[config.mk]
export PLATFORM = sky130hd
export DESIGN_NAME = phi_sequencer
export DESIGN_NICKNAME = d
export VERILOG_FILES = /design/src/rtl/phi_sequencer_pkg.sv /design/src/rtl/phi_sequencer_edge_detect.sv /design/src/rtl/phi_sequencer.sv
export SDC_FILE = /design/constraint.sdc
export NUM_CORES = 1
export LEC_CHECK = 0
export CORE_MARGIN = 4
export CORE_UTILIZATION = 47
export DETAILED_ROUTE_END_ITERATION = 10
export PLACE_DENSITY = 0.76
export SLEW_MARGIN = 30
export SYNTH_ARGS = -nofsm -noshare
export SYNTH_HDL_FRONTEND = slang
export SYNTH_SLANG_ARGS = --single-unit
[constraint.sdc]
create_clock -name eclk -period 2.29 [get_ports eclk]
set_input_delay 0.458 -clock eclk [delete_from_list [all_inputs] [get_ports eclk]]
set_output_delay 0.458 -clock eclk [all_outputs]
set_load 0.1 [all_outputs]
[src/rtl/phi_sequencer_pkg.sv]
// Shared types for the phi0 sequencer: FSM state encoding and the registered output bundle.
`timescale 1ns/1ps
package phi_sequencer_pkg;

    typedef enum logic [1:0] {
        ST_HALT = 2'd0,
        ST_PHI1 = 2'd1,
        ST_PHI2 = 2'd2,
        ST_EXT  = 2'd3
    } state_e;

    localparam int CYC_W = 16;

    typedef struct packed {
        logic phi0;
        logic phi0_rise;
        logic phi0_fall;
        logic db_oe;
        logic db_latch;
        logic halted;
        logic step_ack;
    } out_t;

endpackage

[src/rtl/phi_sequencer_edge_detect.sv]
// Registered-history edge detector for an already-synchronized level input.
`timescale 1ns/1ps
module edge_detect (
    input  logic eclk,
    input  logic ereset_n,
    input  logic in_i,
    output logic rise_o,
    output logic fall_o
);

    logic prev_q;

    always_ff @(posedge eclk or negedge ereset_n) begin
        if (!ereset_n) begin
            prev_q <= 1'b0;
        end else begin
            prev_q <= in_i;
        end
    end

    assign rise_o = in_i && !prev_q;
    assign fall_o = !in_i && prev_q;

endmodule

[src/rtl/phi_sequencer.sv]
// phi0 phase generator for chip_6502: internal divider or external clk0, data-bus strobe timing,
// and run / single-step / halt control with a 4-phase step handshake.
`timescale 1ns/1ps
module phi_sequencer
    import phi_sequencer_pkg::*;
#(
    parameter int HALF_CYCLES   = 28,
    parameter int DRIVE_DELAY   = 2,
    parameter int SAMPLE_OFFSET = 4,
    parameter int CNT_W         = 8
) (
    input  logic             eclk,
    input  logic             ereset_n,
    input  logic             run_en,
    input  logic             ext_mode,
    input  logic             ext_clk0,
    input  logic             step_req,
    output logic             step_ack,
    input  logic             rw_in,
    output logic             phi0,
    output logic             phi0_rise,
    output logic             phi0_fall,
    output logic             db_oe,
    output logic             db_latch,
    output logic             halted,
    output logic [CYC_W-1:0] cycle_cnt
);

    localparam logic [CNT_W-1:0] LAST_CNT  = CNT_W'(HALF_CYCLES - 1);
    localparam logic [CNT_W-1:0] DRIVE_CNT = CNT_W'(DRIVE_DELAY);
    localparam logic [CNT_W-1:0] LATCH_CNT = CNT_W'(HALF_CYCLES - 1 - SAMPLE_OFFSET);

    state_e           state_q, state_d;
    logic [CNT_W-1:0] cnt_q, cnt_d;
    logic [CYC_W-1:0] cyc_q, cyc_d;
    logic             pend_q, pend_d;
    out_t             out_q, out_d;

    logic ext_rise, ext_fall;
    logic ext_phi, ext_done;

    edge_detect u_ext_edge (
        .eclk     (eclk),
        .ereset_n (ereset_n),
        .in_i     (ext_clk0),
        .rise_o   (ext_rise),
        .fall_o   (ext_fall)
    );

    // phi0 only changes on detected ext edges, so entering EXT while clk0 is already high waits
    // for a clean rise; a fall only completes a cycle if phi0 was actually high.
    assign ext_phi  = out_q.phi0 ? !ext_fall : ext_rise;
    assign ext_done = (state_q == ST_EXT) && out_q.phi0 && ext_fall;

    always_comb begin
        state_d        = state_q;
        cnt_d          = cnt_q;
        cyc_d          = cyc_q;
        pend_d         = pend_q;
        out_d          = '0;
        out_d.step_ack = out_q.step_ack && step_req;

        case (state_q)
            ST_HALT: begin
                if (run_en || (step_req && !out_q.step_ack)) begin
                    pend_d  = !run_en;
                    cnt_d   = '0;
                    state_d = ext_mode ? ST_EXT : ST_PHI1;
                end
            end
            ST_PHI1: begin
                if (cnt_q == LAST_CNT) begin
                    cnt_d   = '0;
                    state_d = ST_PHI2;
                end else begin
                    cnt_d = cnt_q + CNT_W'(1);
                end
            end
            ST_PHI2: begin
                if (cnt_q == LAST_CNT) begin
                    cnt_d   = '0;
                    cyc_d   = cyc_q + CYC_W'(1);
                    state_d = run_en ? ST_PHI1 : ST_HALT;
                end else begin
                    cnt_d = cnt_q + CNT_W'(1);
                end
            end
            ST_EXT: begin
                if (ext_done) begin
                    cyc_d = cyc_q + CYC_W'(1);
                    if (!run_en) begin
                        state_d = ST_HALT;
                    end
                end
            end
            default: state_d = ST_HALT;
        endcase

        // A step is acknowledged only once its full cycle has brought us back to HALT.
        if (state_q != ST_HALT && state_d == ST_HALT && pend_q) begin
            out_d.step_ack = 1'b1;
            pend_d         = 1'b0;
        end

        out_d.phi0      = (state_d == ST_PHI2) || (state_d == ST_EXT && ext_phi);
        out_d.phi0_rise = out_d.phi0 && !out_q.phi0;
        out_d.phi0_fall = !out_d.phi0 && out_q.phi0;
        out_d.db_oe     = !rw_in &&
                          ((state_d == ST_PHI2 && cnt_d >= DRIVE_CNT) ||
                           (state_d == ST_EXT && out_d.phi0 && out_q.phi0));
        out_d.db_latch  = (state_d == ST_PHI2 && cnt_d == LATCH_CNT) || ext_done;
        out_d.halted    = (state_d == ST_HALT);
    end

    always_ff @(posedge eclk or negedge ereset_n) begin
        if (!ereset_n) begin
            state_q <= ST_HALT;
            cnt_q   <= '0;
            cyc_q   <= '0;
            pend_q  <= 1'b0;
            out_q   <= '0;
        end else begin
            state_q <= state_d;
            cnt_q   <= cnt_d;
            cyc_q   <= cyc_d;
            pend_q  <= pend_d;
            out_q   <= out_d;
        end
    end

    assign phi0      = out_q.phi0;
    assign phi0_rise = out_q.phi0_rise;
    assign phi0_fall = out_q.phi0_fall;
    assign db_oe     = out_q.db_oe;
    assign db_latch  = out_q.db_latch;
    assign halted    = out_q.halted;
    assign step_ack  = out_q.step_ack;
    assign cycle_cnt = cyc_q;

endmodule

Yosys cells after proc, flatten, opt, wreduce, memory -nomap -nowiden
Cells that the tools add are included.
W data, S select, Z words.
{"block": "word_totals", "reg_bits": 35, "input_bits": 7, "out_inout_bits": 23, "wordCells": 80}
{"block": "op_classes", "addsub": 2, "n_lt_le_gt_ge": 1, "eq_ne": 9, "muxes": 19, "n_reduce_logical": 37}
{"cell": "$mux W16", "n": 2}
{"cell": "$pmux W16 S2", "n": 1}
{"cell": "$add A16 B1 Y16 const B", "n": 1}
{"cell": "$eq A8 B5 Y1 const B", "n": 2}
{"cell": "$logic_and A1 B1 Y1", "n": 16}
{"cell": "$mux W8", "n": 2}
{"cell": "$pmux W8 S2", "n": 1}
{"cell": "$mux W2", "n": 6}
{"cell": "$add A8 B1 Y8 const B", "n": 1}
{"cell": "$eq A2 B2 Y1 const B", "n": 4}
{"cell": "$ge A8 B2 Y1 const B", "n": 1}
{"cell": "$logic_not A1 Y1", "n": 8}
{"cell": "$pmux W2 S4", "n": 1}
{"cell": "$reduce_bool A2 Y1", "n": 4}
{"cell": "$mux W1", "n": 6}
{"cell": "$logic_not A2 Y1", "n": 2}
{"cell": "$logic_or A1 B1 Y1", "n": 4}
{"cell": "$ne A2 B2 Y1 const B", "n": 2}
{"cell": "$reduce_and A3 Y1", "n": 1}
{"cell": "$eq A2 B1 Y1 const B", "n": 1}
{"cell": "$reduce_and A2 Y1", "n": 1}
{"cell": "$reduce_or A2 Y1", "n": 1}

Depth between registers and ports, before layout
Gate-level depths: netlist of run 1.
{"block": "logic_depth", "ltp_word": 12, "mapped_depth": 9}

Hierarchy
Synthesis of run 1 repeated with hierarchy kept, for this count alone.
{"block": "hier_totals", "hier_cells": 173, "area_unflattened_um2": 1813.0}
{"module": "phi_sequencer", "n_inst": 1, "cells_per_inst": 170, "area_per_inst_um2": 1773.0, "seq_area_each_um2": 850.8}
{"module": "edge_detect", "n_inst": 1, "cells_per_inst": 3, "area_per_inst_um2": 40.0, "seq_area_each_um2": 25.0}

Worst setup path after synthesis of run 1
OpenSTA, ideal clock, no wires.
{"block": "synth_timing", "path_type": "register to register", "startpoint": "register out_q (netlist bit step_ack)", "endpoint": "register out_q (netlist bit db_oe)", "setup_ns": 0.129, "arrival_time_ns": 2.544, "path_slack_ns": -0.383, "path_stages_with_launch": 6, "synth_period_minus_slack_ns": 2.673, "path_cell_list": "dfrtp_1 -> and2b_1 -> o31ai_1 -> o311ai_4 -> or4_1 -> o41a_1"}
{"item": "from (decl)", "line_no": "phi_sequencer.sv:37", "rtl": "out_t out_q, out_d;"}
{"item": "from (signal assigned)", "line_no": "phi_sequencer.sv:127", "rtl": "out_q <= out_d;"}

==> flow_metrics.tcl, run 1 <==
set metrics [dict create \
    critPathKind "reg2reg" \
    synth-async-reset-ratio_pct 100.0 \
    wirelength_mm 4.368 \
    cts_root_buffer "clkbuf_8" \
    portBuffers 29 \
    cp_max_fo 7 \
    die_h_um 69.33 \
    status "finished, final reports clean" \
    start_util_pct 48.29 \
    synth_area_um2 1768 \
    powerDensity_nw_per_um2 1396 \
    coreArea_um2 3661 \
    ant_nets 0 \
    final_area_um2 2534 \
    clockBufferDepth 2 \
    grt_overflow 0 \
    grt_max_degree 36 \
    antenna_found_initial 0 \
    hold_path_depth 1 \
    fin_worst_skew_ns 0.006306 \
    power_uw 3537 \
    dr_total_vias 1535 \
    rsz0062_at_grt "true" \
    antenna_cells 0 \
    cts-buffers-inserted 5 \
    synth_edf_count 0 \
    gr-usage-all-layers_pct 18.97 \
    peakVddDrop_uv 1043 \
    synth_ff_type "dfrtp_1" \
    placed_cell_area_um2 2296 \
    yosys_warnings 0 \
    gp_congestion 0.8779 \
    maxSlewViolCount 0 \
    nets 245 \
    dp_cells 265 \
    hold_path.class "reg2reg" \
    worst_slew_pin_slew_ns 0.7151 \
    clock_latency_ns 0.28 \
    cts_hold_buf 0 \
    firstDrtPassIters 4 \
    r2r_cells 7 \
    required_ns 2.45 \
    wire_per_inst_um 15.60 \
    layout-drive-gt1-share_pct 38.79 \
    finalNonFillerCells 280 \
    fp.dieW_um 69.33 \
    hold_viol 0 \
    path_clk_slew_ns 0.07 \
    post-dp-hpwl_mm 3.051 \
    route.detailed.drc 0 \
    syn-num-nets 176 \
    row_count 22 \
    num-fill-cells 283 \
    grt_pass1_vias 1557 \
    clock_sinks 35 \
    finalCritPeriodShare_pct 99.90 \
    setup_viol 0 \
    synthToLayoutAreaGrowth_pct 43.31 \
    drv_cap 0 \
    slew_headroom_pct 51.72 \
    cp-end-kind "register" \
    ys_ff_latch 35 \
    arrival_ns 2.45 \
    leakagePower_uw 0.001178 \
    die-area_um2 4807 \
    post_drt_via_cell_ratio 5.482 \
    drtIter0Drc 81 \
    fin_crit_ns 2.288 \
    ys_seq_area_share_pct 49.54 \
    cts.htree.levels 2 \
    syn_inst 162 \
    grt_pass1_wl_mm 7.334 \
    worstSetupStartpointType "register" \
    ios 30 \
    tritoncts "done" \
    syn_area_per_cell_um2 10.91 \
    yosysUniqueCellTypes 49 \
    maxClockFrequency_ghz 0.4371 \
]
[worst paths after layout]
check                         startpoint       endpoint  slack [ns]
setup / recovery                cnt_q[1]          db_oe       0.002
hold / removal             cycle_cnt[15]  cycle_cnt[15]        0.47
setup reg to reg                cnt_q[1]          db_oe       0.002
hold reg to reg            cycle_cnt[15]  cycle_cnt[15]        0.47
max in group asynchronous       ereset_n           phi0        1.35
min in group asynchronous       ereset_n     state_q[1]        0.58
[report_power, final]
group	internal [uW]	switching [uW]
registers	764	132
logic	728	1260
clock network	435	221
total	1930	1610
[layout make-up]
| class | instances | area, um2 | share of cell area [%] |
|---|---|---|---|
| Clock buffer | 6 | 72.57 | 2.864 |
| Clock inverter | 2 | 60.06 | 2.370 |
| Inverter | 6 | 22.52 | 0.8889 |
| Multi-Input combinational cell | 119 | 942.2 | 37.19 |
| Sequential cell | 35 | 883.3 | 34.86 |
| Tap cell | 48 | 60.06 | 2.370 |
| Timing Repair Buffer | 64 | 493.0 | 19.46 |
[critical path: stages, from the launching register on]
cell	delay (ns)
dfrtp_1	0.43
ha_4	0.17
and4b_4	0.28
nand2_4	0.10
nand4_1	0.17
o311ai_4	0.12
or4_4	0.56
o41a_1	0.32
[per-stage QoR]
| step | utilization [%] | hold WS, ns | TNS [ns] | worst slack (ns) |
|---|---|---|---|---|
| 2_1_floorplan | - | 0.1624 | 0 | 0.01639 |
| 3_3_place_gp | 62.71 | 0.4628 | -0.6434 | -0.2538 |
| 3_5_place_dp | 62.71 | 0.4652 | -1.062 | -0.2819 |
| 4_1_cts | 66.99 | 0.4773 | -0.01497 | -0.01497 |
| 5_1_grt | 69.21 | 0.4931 | -0.1695 | -0.09054 |
| 6_report | 69.21 | 0.4740 | 0 | 0.002230 |
[metal layers]
metal | vias up | part of all wire [%] | global-route usage, %
li1 | 736 | - | -
met1 | 755 | 43 | 23.22
met2 | 33 | 51 | 32.10
met3 | 11 | 3.9 | 5.652
met4 | 0 | 1.9 | 5.857
met5 | - | 0 | 0
[cell usage after synthesis (2+ instances only)]
cell      count  share of area, %
nand2b_1      7               2.5
o311ai_1      2              0.99
xor2_1        5               2.5
o41ai_1       2              0.99
nor2_1        8               1.7
o21ai_0       5               1.4
a211oi_1      3               1.3
o31a_1        2              0.99
xnor2_1      10               5.0
nand4_1       6               2.1
and4_1        2              0.99
nor2b_1       4               1.4
inv_2         2              0.42
nand3_1       8               2.3
o31ai_1       3               1.3
nand2_1      16               3.4
a21oi_1       2              0.57
inv_1         4              0.85
dfrtp_1      35                50
ha_1          7               5.0
[logic make-up after synthesis]
logic type      after synthesis  share of synthesized area, %
compound gates               34                         16.21
xor+xnor                     15                         7.431
fa+ha+maj                     7                         4.954
buf+inv                       8                         1.769
flops                        35                         49.54
mux                           2                         1.203
simple gates                 61                         18.90
[layout by cell type (no fill, tap or decap), drive strengths merged, types with 7 or more instances in the layout]
master | synthesis | final
buf | 1 | 58
dfrtp | 35 | 35
nand2 | 17 | 17
xnor2 | 10 | 10
nor2 | 8 | 8
nand3 | 8 | 8
nand2b | 7 | 7
ha | 7 | 7
[sequential cells by signal (all words and copies together) (netlist names)]
signal	count
cycle_cnt	16
pend_q	1
phi0_rise	1
db_oe	1
halted	1
phi0_fall	1
u_ext_edge.prev_q	1
step_ack	1
state_q	2
cnt_q	8
db_latch	1
phi0	1
[what timing repair did]
item / in CTS / in global routing
resized for setup: 9 / 5
setup endpoints to repair: 1 / 4
setup buffers: 1 / 6
pin swaps: 2 / 7
(Power assumes the default switching activity.)
==> run 2: changes to the inputs <==
--- a/config.mk
+++ b/config.mk
@@ -5,6 +5,7 @@
 export SDC_FILE = /design/constraint.sdc
 export NUM_CORES = 1
 export LEC_CHECK = 0
+export CAP_MARGIN = 20
 export CORE_MARGIN = 4
 export CORE_UTILIZATION = 47
 export DETAILED_ROUTE_END_ITERATION = 10
==> results of run 2 <==
The final DEF is identical to that of run 1; final timing and power are the same.
